--- src/rtl/parking_gate_controller.sv ---
// rtl/parking_gate_controller.sv - sensor conditioning, hour counter and entry/exit barrier FSMs for ParkingSystem
module parking_gate_controller #(
    parameter int TICKS_PER_HOUR  = 400,
    parameter int DEBOUNCE_CYCLES = 3
) (
    input  logic       clk,
    input  logic       reset,
    input  logic       entry_sensor,
    input  logic       entry_badge,
    input  logic       exit_sensor,
    input  logic       exit_badge,
    input  logic       uni_is_vacated_space,
    input  logic       is_vacated_space,
    output logic [4:0] hour,
    output logic       car_entered,
    output logic       is_uni_car_entered,
    output logic       car_exited,
    output logic       is_uni_car_exited,
    output logic       entry_barrier_open,
    output logic       exit_barrier_open,
    output logic       entry_denied
);

    localparam int TW = (TICKS_PER_HOUR > 2) ? $clog2(TICKS_PER_HOUR) : 1;
    localparam int DW = (DEBOUNCE_CYCLES > 2) ? $clog2(DEBOUNCE_CYCLES) : 1;
    localparam logic [TW-1:0] TICK_LAST = TW'(TICKS_PER_HOUR - 1);
    localparam logic [DW-1:0] DB_LAST   = DW'(DEBOUNCE_CYCLES - 1);

    typedef enum logic [2:0] {
        E_IDLE,
        E_DECIDE,
        E_OPEN,
        E_COUNT,
        E_DENY
    } entry_state_t;

    typedef enum logic [1:0] {
        X_IDLE,
        X_CAPTURE,
        X_OPEN,
        X_COUNT
    } exit_state_t;

    // index 0 = entry loop, index 1 = exit loop
    logic [1:0]    w_raw;
    logic [1:0]    r_filt;
    logic [DW-1:0] r_db_cnt [2];
    logic [TW-1:0] r_tick;
    logic [4:0]    r_hour;
    logic          r_entry_uni;
    logic          r_exit_uni;
    logic          w_allowed;

    entry_state_t r_entry_state, w_entry_next;
    exit_state_t  r_exit_state,  w_exit_next;

    assign w_raw = {exit_sensor, entry_sensor};

    // Debounce: flip the filtered value only after DEBOUNCE_CYCLES disagreeing samples in a row
    always_ff @(posedge clk) begin
        for (int s = 0; s < 2; s++) begin
            if (reset) begin
                r_filt[s]   <= 1'b0;
                r_db_cnt[s] <= '0;
            end else if (w_raw[s] == r_filt[s]) begin
                r_db_cnt[s] <= '0;
            end else if (r_db_cnt[s] == DB_LAST) begin
                r_filt[s]   <= w_raw[s];
                r_db_cnt[s] <= '0;
            end else begin
                r_db_cnt[s] <= r_db_cnt[s] + 1'b1;
            end
        end
    end

    // Free-running time of day: hour advances once per TICKS_PER_HOUR cycles, wrapping 23 -> 0
    always_ff @(posedge clk) begin
        if (reset) begin
            r_tick <= '0;
            r_hour <= '0;
        end else if (r_tick == TICK_LAST) begin
            r_tick <= '0;
            r_hour <= (r_hour == 5'd23) ? 5'd0 : r_hour + 5'd1;
        end else begin
            r_tick <= r_tick + 1'b1;
        end
    end

    // State registers and the car-class latches captured in DECIDE / CAPTURE
    always_ff @(posedge clk) begin
        if (reset) begin
            r_entry_state <= E_IDLE;
            r_exit_state  <= X_IDLE;
            r_entry_uni   <= 1'b0;
            r_exit_uni    <= 1'b0;
        end else begin
            r_entry_state <= w_entry_next;
            r_exit_state  <= w_exit_next;
            if (r_entry_state == E_DECIDE) begin
                r_entry_uni <= entry_badge;
            end
            if (r_exit_state == X_CAPTURE) begin
                r_exit_uni <= exit_badge;
            end
        end
    end

    // Capacity check uses the zone matching the badge presented at the moment of decision
    assign w_allowed = entry_badge ? uni_is_vacated_space : is_vacated_space;

    // Entry FSM next-state; space and badge inputs only matter in DECIDE
    always_comb begin
        w_entry_next = r_entry_state;
        case (r_entry_state)
            E_IDLE:   if (r_filt[0]) w_entry_next = E_DECIDE;
            E_DECIDE: w_entry_next = w_allowed ? E_OPEN : E_DENY;
            E_OPEN:   if (!r_filt[0]) w_entry_next = E_COUNT;
            E_COUNT:  w_entry_next = E_IDLE;
            E_DENY:   if (!r_filt[0]) w_entry_next = E_IDLE;
            default:  w_entry_next = E_IDLE;
        endcase
    end

    // Exit FSM next-state; departures never need a capacity check
    always_comb begin
        w_exit_next = r_exit_state;
        case (r_exit_state)
            X_IDLE:    if (r_filt[1]) w_exit_next = X_CAPTURE;
            X_CAPTURE: w_exit_next = X_OPEN;
            X_OPEN:    if (!r_filt[1]) w_exit_next = X_COUNT;
            X_COUNT:   w_exit_next = X_IDLE;
            default:   w_exit_next = X_IDLE;
        endcase
    end

    // Moore outputs decoded from the current states
    always_comb begin
        entry_barrier_open = (r_entry_state == E_OPEN);
        car_entered        = (r_entry_state == E_COUNT);
        entry_denied       = (r_entry_state == E_DENY);
        exit_barrier_open  = (r_exit_state == X_OPEN);
        car_exited         = (r_exit_state == X_COUNT);
    end

    assign hour               = r_hour;
    assign is_uni_car_entered = r_entry_uni;
    assign is_uni_car_exited  = r_exit_uni;

endmodule

--- config.mk ---
export PLATFORM = sky130hd
export DESIGN_NAME = parking_gate_controller
export DESIGN_NICKNAME = d
export VERILOG_FILES = /design/src/rtl/parking_gate_controller.sv
export SDC_FILE = /design/constraint.sdc
export NUM_CORES = 1
export LEC_CHECK = 0
export ABC_AREA = 1
export CORE_MARGIN = 3
export CORE_UTILIZATION = 48
export CTS_CLUSTER_SIZE = 8
export DETAILED_ROUTE_END_ITERATION = 16
export PLACE_DENSITY = 0.81
export SETUP_SLACK_MARGIN = 0.1
export SLEW_MARGIN = 20
export SYNTH_ARGS = -nofsm -noshare
export SYNTH_HDL_FRONTEND = slang
export SYNTH_SLANG_ARGS = --single-unit
--- constraint.sdc ---
create_clock -name clk -period 1.25 [get_ports clk]
set_clock_uncertainty 0.2 [all_clocks]
set_input_delay 0.1875 -clock clk [delete_from_list [all_inputs] [get_ports clk]]
set_output_delay 0.1875 -clock clk [all_outputs]
set_load 0.02 [all_outputs]
# Word-level counts from Yosys, hierarchy flattened
# Memories as Yosys holds them, arrays and structs flattened.
# Index checks and enable logic that the tools add are counted.
[op_classes]
n_reduce_logical = 7
n_addsub = 4
bitwise = 8
mux = 40
eq_ne = 18
[op_table]
columns = ["cell", "count"]
rows = [
  ["2-to-1 mux 1 bit", 25],
  ["2-to-1 mux 2 bit", 8],
  ["2-to-1 mux 3 bit", 4],
  ["case mux 3 bit (4 select lines)", 1],
  ["!= test 2 bit (second input constant)", 5],
  ["adder 9 x 1 -> 9 bit (second input constant)", 1],
  ["== test 9 bit (second input constant)", 1],
  ["== test 2 bit (second input constant)", 4],
  ["case mux 2 bit (4 select lines)", 1],
  ["== test 3 x 2 -> 1 bit (second input constant)", 2],
  ["bitwise OR 1 bit", 6],
  ["AND reduction 2 bit", 3],
  ["adder 5 x 1 -> 5 bit (second input constant)", 1],
  ["== test 5 bit (second input constant)", 1],
  ["2-to-1 mux 5 bit", 1],
  ["adder 2 x 1 -> 2 bit (second input constant)", 2],
  ["== test 3 x 1 -> 1 bit (second input constant)", 1],
  ["== test 3 bit (second input constant)", 1],
  ["zero test 3 bit", 1],
  ["AND reduction 3 bit", 1],
  ["== test 1 bit", 2],
  ["== test 2 x 1 -> 1 bit (second input constant)", 1],
  ["zero test 2 bit", 1],
  ["inverter 1 bit", 2],
  ["OR reduction 2 bit", 1],
]
[totals]
register_bits = 23
n_memories = 1
ram_bits = 4
[mem_list]
columns = ["name", "words", "width", "read_ports", "rd_ports_with_merged_regs", "write_ports", "line", "rtl"]
rows = [
  ["r_db_cnt", 2, 2, 2, 0, 2, "47", "logic [DW-1:0] r_db_cnt [2];"],
]

# Logic depth before layout (Yosys ltp)
# Gate-level depths: netlist (run 1).
[depth]
depth_word = 7
depth_mapped = 8
mapped_depth_nobuf = 8

# Worst setup path after synthesis (run 1)
# No wires, ideal clock.
[synth_path]
kind = "register -> register"
from = "reg r_entry_state[2]"
to = "reg r_entry_state[0]"
arrival_time_ps = 1198
setup_slack_ps = -265
required_time_ps = 933
stages_incl_launch_ff = 6
path_cell_list = "dfxtp_1 > inv_1 > nor3_1 > nand2_1 > o211ai_1 > nor2_1"
[synth_between]
elab_chain_len = 3
[synth_lines]
columns = ["element", "line", "rtl"]
rows = [
  ["from (decl)", "54", "entry_state_t r_entry_state, w_entry_next;"],
  ["from (signal assigned)", "97", "r_entry_state <= w_entry_next;"],
  ["== test 3 bit (*)", "--", ""],
  ["net entry_denied", "21", "output logic entry_denied"],
  ["!= test 2 bit (no line)", "--", ""],
  ["AND reduction 3 bit (no line)", "--", ""],
]
# Mark *: on every way through the listed nets, which the timed path passes. The rest lies on a longest branch.
# A chain may end at the register's enable or synchronous reset.

# Final worst setup path (run 1)
[layout_path]
from = "reg r_exit_state[0]"
to = "out exit_barrier_open"
[layout_between]
elab_chain_len = 1
[layout_lines]
columns = ["element", "line", "rtl"]
rows = [
  ["from (decl)", "55", "exit_state_t r_exit_state, w_exit_next;"],
  ["from (signal assigned)", "98", "r_exit_state <= w_exit_next;"],
  ["== test 2 bit", "141", "exit_barrier_open = (r_exit_state == X_OPEN);"],
  ["to (decl)", "20", "output logic exit_barrier_open,"],
]
# No other way between the ends.

==> reports/summary.txt, run 1 <==
Total clock sinks: 27
Top FF cell, synth: dfxtp_1
NetSw: 992 uW
Synth cell types: 29
Clock Tree Buf Depth: 2
CTS Root Cell: clkbuf_4
Vias in the first global route: 1447
Hold path startpoint: exit_badge
Vias per inst: 5.28
DR DRC count: 0
Worst Path Arrival: 1090 ps
Post-detail-place hpwl: 2.43 mm
Yosys warns: 0
Final count of hold timing violations: 0
Num CTS Buffers: 3
Core Region: 2590 sq um
Routed wl met2: 2.42 mm
Tmin final: 1480 ps
DIE HEIGHT: 59.5 um
Leakage power total: 0.943 nW
Initial antenna violation count: 0
Die X: 59.5 um
Input/output buffers: 19
R2R cell count: 8
CP endpoint kind: primary output
Post-Synthesis Cells: 169
Switching Share: 36.6%
EDFF count, synth: 4
Post-Route WL: 4.32 mm
Final Util: 88.1%
# Max-Cap Violations: 0
Worst EP required: 860 ps
Commonest non-fill, non-tap cell in the layout: buf_4
Area grow syn2layout: 66.3%
Final Power: 2.71 mW
Fin Hold WS: 163 ps
Routed met1 length: 1.61 mm
RR Endpoint: r_exit_state[0]
Worst hold path depth: 3
Power Internal: 1.72 mW
Commonest cells after routing, fill and taps aside: buf_4 (31), nand2_1 (21), buf_6 (20)
Setup TNS: -4610 ps
I/O pin cnt: 20
Routability congestion estimate: 0.814
Synth Area per Inst: 8.11 sq um
DRT iter0 DRCs: 21
Worst VDD drop: 1.42 mV
CP max FO: 3
Later-pin clock latency in the skew report: 340 ps
Fmax: 675 MHz
Htree depth: 1
Largest net degree at the start of global routing: 15
Ant. Diodes: 0
P per Cell Area: 1190 nW/um^2
Layout cell share with drive strength beyond 1: 58.5%
Rows: 18
GRT Total Usage: 24.4%
Hold EP: is_uni_car_exited
Remaining antenna violation count: 0
Max-slew violations: 0
Gr ovfl total: 0
Starting density of the core: 52.9%
Die Area: 3530 sq um
Setup WS post-layout: -232 ps
Vias post-DR: 1395
DRT Pass-1 Iters: 4
Status: finished, violations left
Clock power frac: 14.6%
Hold Crit Class: in -> reg
CP startpoint kind: flop
CTS Hold Bufs: 0
Crit path kind: reg -> out
Combinational share of power: 43.5%
Reg-to-reg slack, setup: -230 ps
# nets final: 252
First-pass GRT wire length: 6.44 mm
Seq/Total Area, Yosys: 42.3%
CTS tree: done
Top layer used by detailed routing: met4
FF-to-FF Start: r_exit_state[0]
Async SR Flop Fraction: 0%
Final setup violation count: 32
Clk slew on worst S/H paths: 150 ps
Post-detailed-route wirelength per cell: 16.4 um
Post-synthesis register bit count: 27
Failing checks: setup timing
Seq pwr share: 41.8%
Tcrit/Tclk final: 119%
Post-Syn Area: 1370 sq um
Total length of routed met3 wires: 116 um
RSZ-0062 raised after global routing: yes
-- power by group through the flow --
stage                     Clock (mW)  Sequential [mW]  Combinational, mW
after detailed placement           0             1.08              0.742
after CTS                      0.390             1.11              0.986
after global placement             0             1.07              0.695
after global routing           0.418             1.14               1.26
final                          0.397             1.14               1.18
after floorplan                    0             1.09              0.392
-- metal layers --
| metal | up-vias | global-route usage, % |
|---|---|---|
| met5 | - | 0 |
| met4 | 0 | 9.71 |
| met3 | 15 | 4.36 |
| met2 | 36 | 47.1 |
| met1 | 671 | 25.3 |
| li1 | 673 | - |
-- Yosys cell counts, drive strengths merged, types with 3 or more instances --
library cell,instances,area share (%)
inv,30,8.2
edfxtp,4,8.8
o21ai,11,4.3
nand4,3,1.4
nand2,28,8.9
o211ai,3,1.6
ha,9,8.2
nand3,12,6.0
a21oi,13,5.0
nor2,23,8.9
nor3,5,2.2
dfxtp,23,34
-- kinds of logic after synthesis --
family	after synthesis	synth area share (%)
buffers and inverters	31	8.58
xor gates and xnor gates	2	1.28
other	1	0.273
adders and majority gates	9	8.21
and+or+nand+nor	72	28.4
AOI/OAI and AO/OA	27	10.9
DFF	27	42.3
-- cell type report --
cell class                 count  area, sq um
multi-input combinational    115          958
inverter                      30          120
fill                         114          309
clock buffer                   4         26.3
tap                           30         37.5
timing repair buffer          58          528
sequential                    27          611
-- state kept, by name (all words and copies together) (netlist names) --
name and flops:
is_uni_car_exited 1, r_exit_state 2, r_entry_state 3, r_tick 9, r_filt 2, r_db_cnt 4, hour 5, is_uni_car_entered 1
-- through the flow --
stage / worst slack [ps] / instance area, sq um / cells
2_1_floorplan: -64.3 / 1440 / 172
3_3_place_gp: -318 / 1860 / 246
3_5_place_dp: -337 / 1860 / 246
4_1_cts: -223 / 2170 / 260
5_1_grt: -281 / 2280 / 264
6_report: -232 / 2280 / 264
-- worst max-delay path, cell delays in order (launching register included) --
cell and delay, ps:
dfxtp_4 420, inv_4 50, ha_4 160, buf_6 120
-- worst max-delay path by stage --
stage,depth (start not counted),start,slack [ps],endpoint
after CTS,3,r_entry_state[2],-220,entry_denied
after global placement,4,r_entry_state[2],-320,entry_barrier_open
after floorplan,6,r_tick[1],-60,hour[0]
after detailed placement,3,r_entry_state[2],-340,entry_denied
after global routing,3,r_entry_state[1],-280,car_entered
final,3,r_exit_state[0],-230,exit_barrier_open
-- what timing repair did --
| item | in CTS | in global routing |
|---|---|---|
| hold endpoints to repair | 0 | 0 |
| endpoints found under the setup margin | 39 | 39 |
| pin swaps | 19 | 11 |
| gates resized for setup | 123 | 25 |
| buffers inserted | 10 | 4 |
| cloned | 1 | 0 |
No activity file was read; power rests on OpenSTA's default activity.
==> inputs of run 2 (changes only) <==
--- a/config.mk
+++ b/config.mk
@@ -7,10 +7,11 @@
 export LEC_CHECK = 0
 export ABC_AREA = 1
 export CORE_MARGIN = 3
-export CORE_UTILIZATION = 48
+export CORE_UTILIZATION = 55
 export CTS_CLUSTER_SIZE = 8
 export DETAILED_ROUTE_END_ITERATION = 16
-export PLACE_DENSITY = 0.81
+export DONT_BUFFER_PORTS = 1
+export PLACE_DENSITY = 0.79
 export SETUP_SLACK_MARGIN = 0.1
 export SLEW_MARGIN = 20
 export SYNTH_ARGS = -nofsm -noshare
==> reports/summary.txt, run 2 <==
Status: stopped before the end
Fail Step: global routing (5_1_grt)
Log Error: [ERROR DPL-0033] detailed placement checks failed during check placement.
Largest net degree at the start of global routing: 17
Starting density of the core: 59.7%
Clock Tree Buf Depth: 2
Htree depth: 1
Post-Syn Area: 1370 sq um
CTS Root Cell: clkbuf_4
Worst ep type: primary output
Dominant cell type by area after synthesis: dfxtp_1
Die X: 55.9 um
Input/output buffers: 0
Post-detail-place hpwl: 2.22 mm
Synth Area per Inst: 8.11 sq um
Yosys top cell area share: 33.6%
Synth top cells by count: inv_1 (27), nand2_1 (25), dfxtp_1 (23)
Total clock sinks: 27
Worst slack, placed: -145 ps
Count leader, synth: inv_1
Num CTS Buffers: 3
Post-Synthesis Cells: 169
I/O pin cnt: 20
Seq/Total Area, Yosys: 42.3%
Yosys warns: 0
Synth cell types: 29
DIE HEIGHT: 55.9 um
Async SR Flop Fraction: 0%
EDFF count, synth: 4
Initial antenna violation count: 1
Worst-path endpoint after global-route repair_timing: entry_barrier_open
Top FF cell, synth: dfxtp_1
Rows: 17
Top area cells in the synthesized netlist: dfxtp_1 (34%), edfxtp_1 (8.8%), ha_1 (8.2%)
Routability congestion estimate: 0.785
Post-synthesis register bit count: 27
## run 2: repair_timing
item | 4_1_cts
hold buffers | 7
buffers inserted | 10
gates cloned | 1
gates resized for setup | 55
endpoints found under the hold margin | 16
endpoints found under the setup margin | 37
pin swaps | 14
## run 2: through the flow
| step | cell area [sq um] | std cells |
|---|---|---|
| floorplan | 1440 | 172 |
| global placement | 1630 | 220 |
| detailed placement | 1630 | 220 |
| CTS | 2020 | 242 |
## run 2: cell families after synthesis
| logic type | synth area share [%] |
|---|---|
| flip-flops | 42.3 |
| adder cells (fa/ha/maj) | 8.21 |
| AO/OA/AOI/OAI | 10.9 |
| AND/OR/NAND/NOR | 28.4 |
| buffers and inverters | 8.58 |
| XOR/XNOR | 1.28 |
| other | 0.273 |
==> inputs of run 3 (changes only) <==
--- a/config.mk
+++ b/config.mk
@@ -6,13 +6,11 @@
 export NUM_CORES = 1
 export LEC_CHECK = 0
 export ABC_AREA = 1
-export CORE_MARGIN = 3
-export CORE_UTILIZATION = 55
-export CTS_CLUSTER_SIZE = 8
+export CORE_AREA = 3 3 64 66
 export DETAILED_ROUTE_END_ITERATION = 16
+export DIE_AREA = 0 0 67 69
 export DONT_BUFFER_PORTS = 1
-export PLACE_DENSITY = 0.79
-export SETUP_SLACK_MARGIN = 0.1
+export PLACE_DENSITY_LB_ADDON = 0.15
 export SLEW_MARGIN = 20
 export SYNTH_ARGS = -nofsm -noshare
 export SYNTH_HDL_FRONTEND = slang
==> constraint.sdc (replaced) <==
create_clock -name clk -period 1.62 [get_ports clk]
set_clock_uncertainty 0.2 [all_clocks]
set_input_delay 0.243 -clock clk [delete_from_list [all_inputs] [get_ports clk]]
set_output_delay 0.243 -clock clk [all_outputs]
set_load 0.02 [all_outputs]
==> reports/summary.txt, run 3 (synthesis results as in run 1) <==
Worst VDD drop: 0.559 mV
Final std cell area, no fill: 1600 sq um
Non-filler cells, final: 235
Post-Route WL: 2.51 mm
Post-detail-place hpwl: 1.90 mm
Clk slew on worst S/H paths: 80 ps
Gr ovfl total: 0
Placed cell count: 226
Max reg flops: 9
First-pass GRT wire length: 4.37 mm
Final count of hold timing violations: 0
R2R cell count: 6
DR DRC count: 0
I/O pin cnt: 20
Commonest non-fill, non-tap cell in the layout: inv_1
Area grow syn2layout: 16.3%
GRT Total Usage: 12.2%
# nets final: 205
Setup crit end: exit_barrier_open
Leakage power total: 0.692 nW
Input/output buffers: 0
Vias per inst: 4.62
Critical path startpoint: r_exit_state[0]
RR Endpoint: r_exit_state[1]
Post-CTS Repair Setup Buffers: 0
Remaining antenna violation count: 0
Tmin final: 1540 ps
Htree depth: 1
Status: complete, no violations
Reg-to-reg slack, setup: 160 ps
Crit path kind: reg -> out
P per Cell Area: 958 nW/um^2
Fillers: 395
CTS Root Cell: clkbuf_8
Initial antenna violation count: 0
Max-slew violations: 0
Total clock sinks: 27
Vias post-DR: 1086
CP max FO: 4
Die Area: 4620 sq um
Commonest cells after routing, fill and taps aside: inv_1 (27), nand2_1 (25), dfxtp_1 (21)
Hold Crit Class: in -> reg
Layout cell share with drive strength beyond 1: 17.1%
Num CTS Buffers: 3
Post-placement cell area: 1490 sq um
Multi-input gate area: 692 sq um
Largest Register: r_tick
Worst Path Arrival: 1100 ps
Ant. Diodes: 0
# Max-Cap Violations: 0
CP endpoint kind: primary output
Fmax: 649 MHz
Core Region: 3630 sq um
Starting density of the core: 37.7%
FF-to-FF Start: r_exit_state[1]
Largest net degree at the start of global routing: 16
DRT Pass-1 Iters: 4
Hold path startpoint: is_vacated_space
Tcrit/Tclk final: 95.1%
Vias in the first global route: 1067
DIE HEIGHT: 69 um
Setup TNS: 0 ps
RSZ-0062 raised after global routing: no
Post-detailed-route wirelength per cell: 10.7 um
Rows: 22
Clock Tree Buf Depth: 2
Routability congestion estimate: 0.769
DRT iter0 DRCs: 37
Final setup violation count: 0
Later-pin clock latency in the skew report: 270 ps
CP startpoint kind: flop
Die X: 67 um
CTS tree: done
Worst EP required: 1180 ps
Final Util: 43.9%
Sequential cell area: 583 sq um
## run 3: worst max-delay path: stages, from the launching register on
cell,delay [ps]
dfxtp_2,350
inv_1,90
ha_1,220
buf_4,160
## run 3: layout make-up
type                            count  share of cell area (%)
Timing Repair Buffer               12                    6.43
Clock buffer                        4                    2.82
Tap cell                           48                    3.76
Multi-Input combinational cell    114                    43.4
Inverter                           30                    7.06
Sequential cell                    27                    36.5
## run 3: metal layers
layer,GRT usage (%),vias up,part of all wire (%)
met1,13.1,483,42
met2,20.0,22,50
met3,4.40,5,5.7
met4,6.76,0,2.2
met5,0,-,0
li1,-,576,-
## run 3: timing repair
| action | CTS | global route |
|---|---|---|
| resized for setup | 0 | 4 |
| hold buffers | 5 | 0 |
| hold endpoints to repair | 7 | 0 |
| endpoints found under the setup margin | 0 | 4 |
## run 3: power by group
group / switching, mW / internal [mW] / total (mW) / leakage (nW)
clock network: 0.201 / 0.176 / 0.377 / 0.0228
registers: 0.0690 / 0.750 / 0.819 / 0.229
logic: 0.203 / 0.129 / 0.332 / 0.440
## run 3: worst min-delay path by stage
stage,endpoint,slack [ps],cells past startpoint
final,r_entry_state[2],10,3
after detailed placement,hour[4],110,1
after floorplan,hour[4],110,1
after CTS,r_entry_state[2],5,3
after global routing,r_entry_state[2],8,3
after global placement,hour[4],110,1
## run 3: metrics by stage
step	setup WS [ps]	power (mW)	hold slack, ps
2_1_floorplan	105	1.07	112
3_3_place_gp	184	1.13	114
3_5_place_dp	145	1.15	115
4_1_cts	11.5	1.55	5.13
5_1_grt	2.00	1.64	7.90
6_report	79.3	1.53	11.3
==> inputs of run 4 (changes only) <==
--- a/config.mk
+++ b/config.mk
@@ -11,6 +11,7 @@
 export DIE_AREA = 0 0 67 69
 export DONT_BUFFER_PORTS = 1
 export PLACE_DENSITY_LB_ADDON = 0.15
+export SETUP_SLACK_MARGIN = 0.1
 export SLEW_MARGIN = 20
 export SYNTH_ARGS = -nofsm -noshare
 export SYNTH_HDL_FRONTEND = slang
==> reports/summary.txt, run 4 (synthesis results as in run 1) <==
Routed met1 length: 1.06 mm
First-pass GRT wire length: 4.42 mm
Vias in the first global route: 1069
Initial antenna violation count: 0
Crit-path slowest cell: dfxtp_2
Total length of routed met3 wires: 125 um
Remaining antenna violation count: 0
Status: complete, no violations
Fmax: 682 MHz
Multi-input gate area: 694 sq um
I/O pin cnt: 20
Critical path startpoint: r_entry_state[0]
CP startpoint kind: flop
Num CTS Buffers: 3
DRT Pass-1 Iters: 4
Largest Register: r_tick
CP max FO: 3
CTS tree: done
Post-Route WL: 2.52 mm
Commonest cells after routing, fill and taps aside: inv_1 (25), nand2_1 (25), dfxtp_1 (19)
# nets final: 208
Gr ovfl total: 0
Setup crit end: car_entered
Ant. Diodes: 0
# Max-Cap Violations: 0
Die X: 67 um
Post-detail-place hpwl: 1.90 mm
Rows: 22
R2R cell count: 6
Total clock sinks: 27
Worst VDD drop: 0.476 mV
P per Cell Area: 959 nW/um^2
Vias post-DR: 1097
RSZ-0062 raised after global routing: yes
Htree depth: 1
CTS Root Cell: clkbuf_8
Final setup violation count: 0
Core Region: 3630 sq um
CP Depth: 3
Max-slew violations: 0
DR DRC count: 0
Crit path kind: reg -> out
DRT iter0 DRCs: 33
Hold Crit Class: in -> reg
Area grow syn2layout: 18.5%
Tcrit/Tclk final: 90.5%
CP endpoint kind: primary output
Vias per inst: 4.61
DIE HEIGHT: 69 um
Input/output buffers: 0
Top layer used by detailed routing: met4
Layout cell share with drive strength beyond 1: 20.5%
Worst Path Arrival: 1020 ps
RR Endpoint: r_tick[3]
Final Power: 1.56 mW
Clock Tree Buf Depth: 2
Routability congestion estimate: 0.769
CP peak stage delay: 360 ps
Die Area: 4620 sq um
Later-pin clock latency in the skew report: 270 ps
Post-detailed-route wirelength per cell: 10.6 um
Setup TNS: 0 ps
Sequential cell area: 586 sq um
FF-to-FF Start: r_tick[0]
Cells along the critical path: inv_1, nor3_1, buf_4
Fillers: 389
Starting density of the core: 37.7%
Routed wl met2: 1.28 mm
CP delay by family, top: flip-flops
Clk slew on worst S/H paths: 80 ps
GRT Total Usage: 12.3%
Worst EP required: 1180 ps
Final count of hold timing violations: 0
Tmin final: 1470 ps
Reg-to-reg slack, setup: 190 ps
Largest net degree at the start of global routing: 16
Leakage power total: 0.703 nW
CP bufs+invs: 2
Max reg flops: 9
run 4: cell count changes in the layout (fill, tap and decap cells not counted), sizes merged:
cell and delta:
buf +2, dlygate4sd3 +1
run 4: per-stage QoR:
stage          cells  worst slack, ps  hold slack [ps]  utilization [%]  cell area, sq um
2_1_floorplan    172              105              112                -              1380
3_3_place_gp     226              184              114             41.0              1490
3_5_place_dp     226              145              115             41.0              1490
4_1_cts          236             96.6             5.13             44.1              1600
5_1_grt          238             43.6             12.9             44.7              1630
6_report         238              154             16.2             44.7              1630
run 4: per-layer routing:
layer / up-vias / GRT usage, %
met2: 17 / 20.0
met3: 5 / 4.40
li1: 582 / -
met5: - / 0
met1: 493 / 13.5
met4: 0 / 6.76
run 4: cell type report:
cell class	instances	share of cell area (%)
well taps	48	3.70
inverters	30	6.93
multi-input cells	114	42.7
clock buffers	4	2.77
flip-flops and latches	27	36.0
repair buffers	15	7.85
run 4: how the worst min path moves through the flow:
stage / start / end / depth (start not counted)
after floorplan: reset / hour[4] / 1
after global placement: reset / hour[4] / 1
after detailed placement: reset / hour[4] / 1
after CTS: is_vacated_space / r_entry_state[2] / 3
after global routing: entry_badge / r_entry_state[2] / 3
final: entry_badge / r_entry_state[2] / 3
run 4: what timing repair did:
action,CTS,global route
hold buffers,5,1
setup endpoints to repair,3,19
gates resized for setup,5,5
buffers inserted,1,1
pin swaps,0,0
hold endpoints to repair,7,1
run 4: worst min-delay path, delay by kind of cell:
family / cells / cell delay, ps
AO/OA/AOI/OAI: 2 / 140
AND/OR/NAND/NOR: 1 / 70
run 4: power breakdown:
group	total, mW	internal (mW)	switching (mW)
clock network	0.377	0.176	0.201
logic	0.365	0.151	0.214
registers	0.817	0.750	0.0670
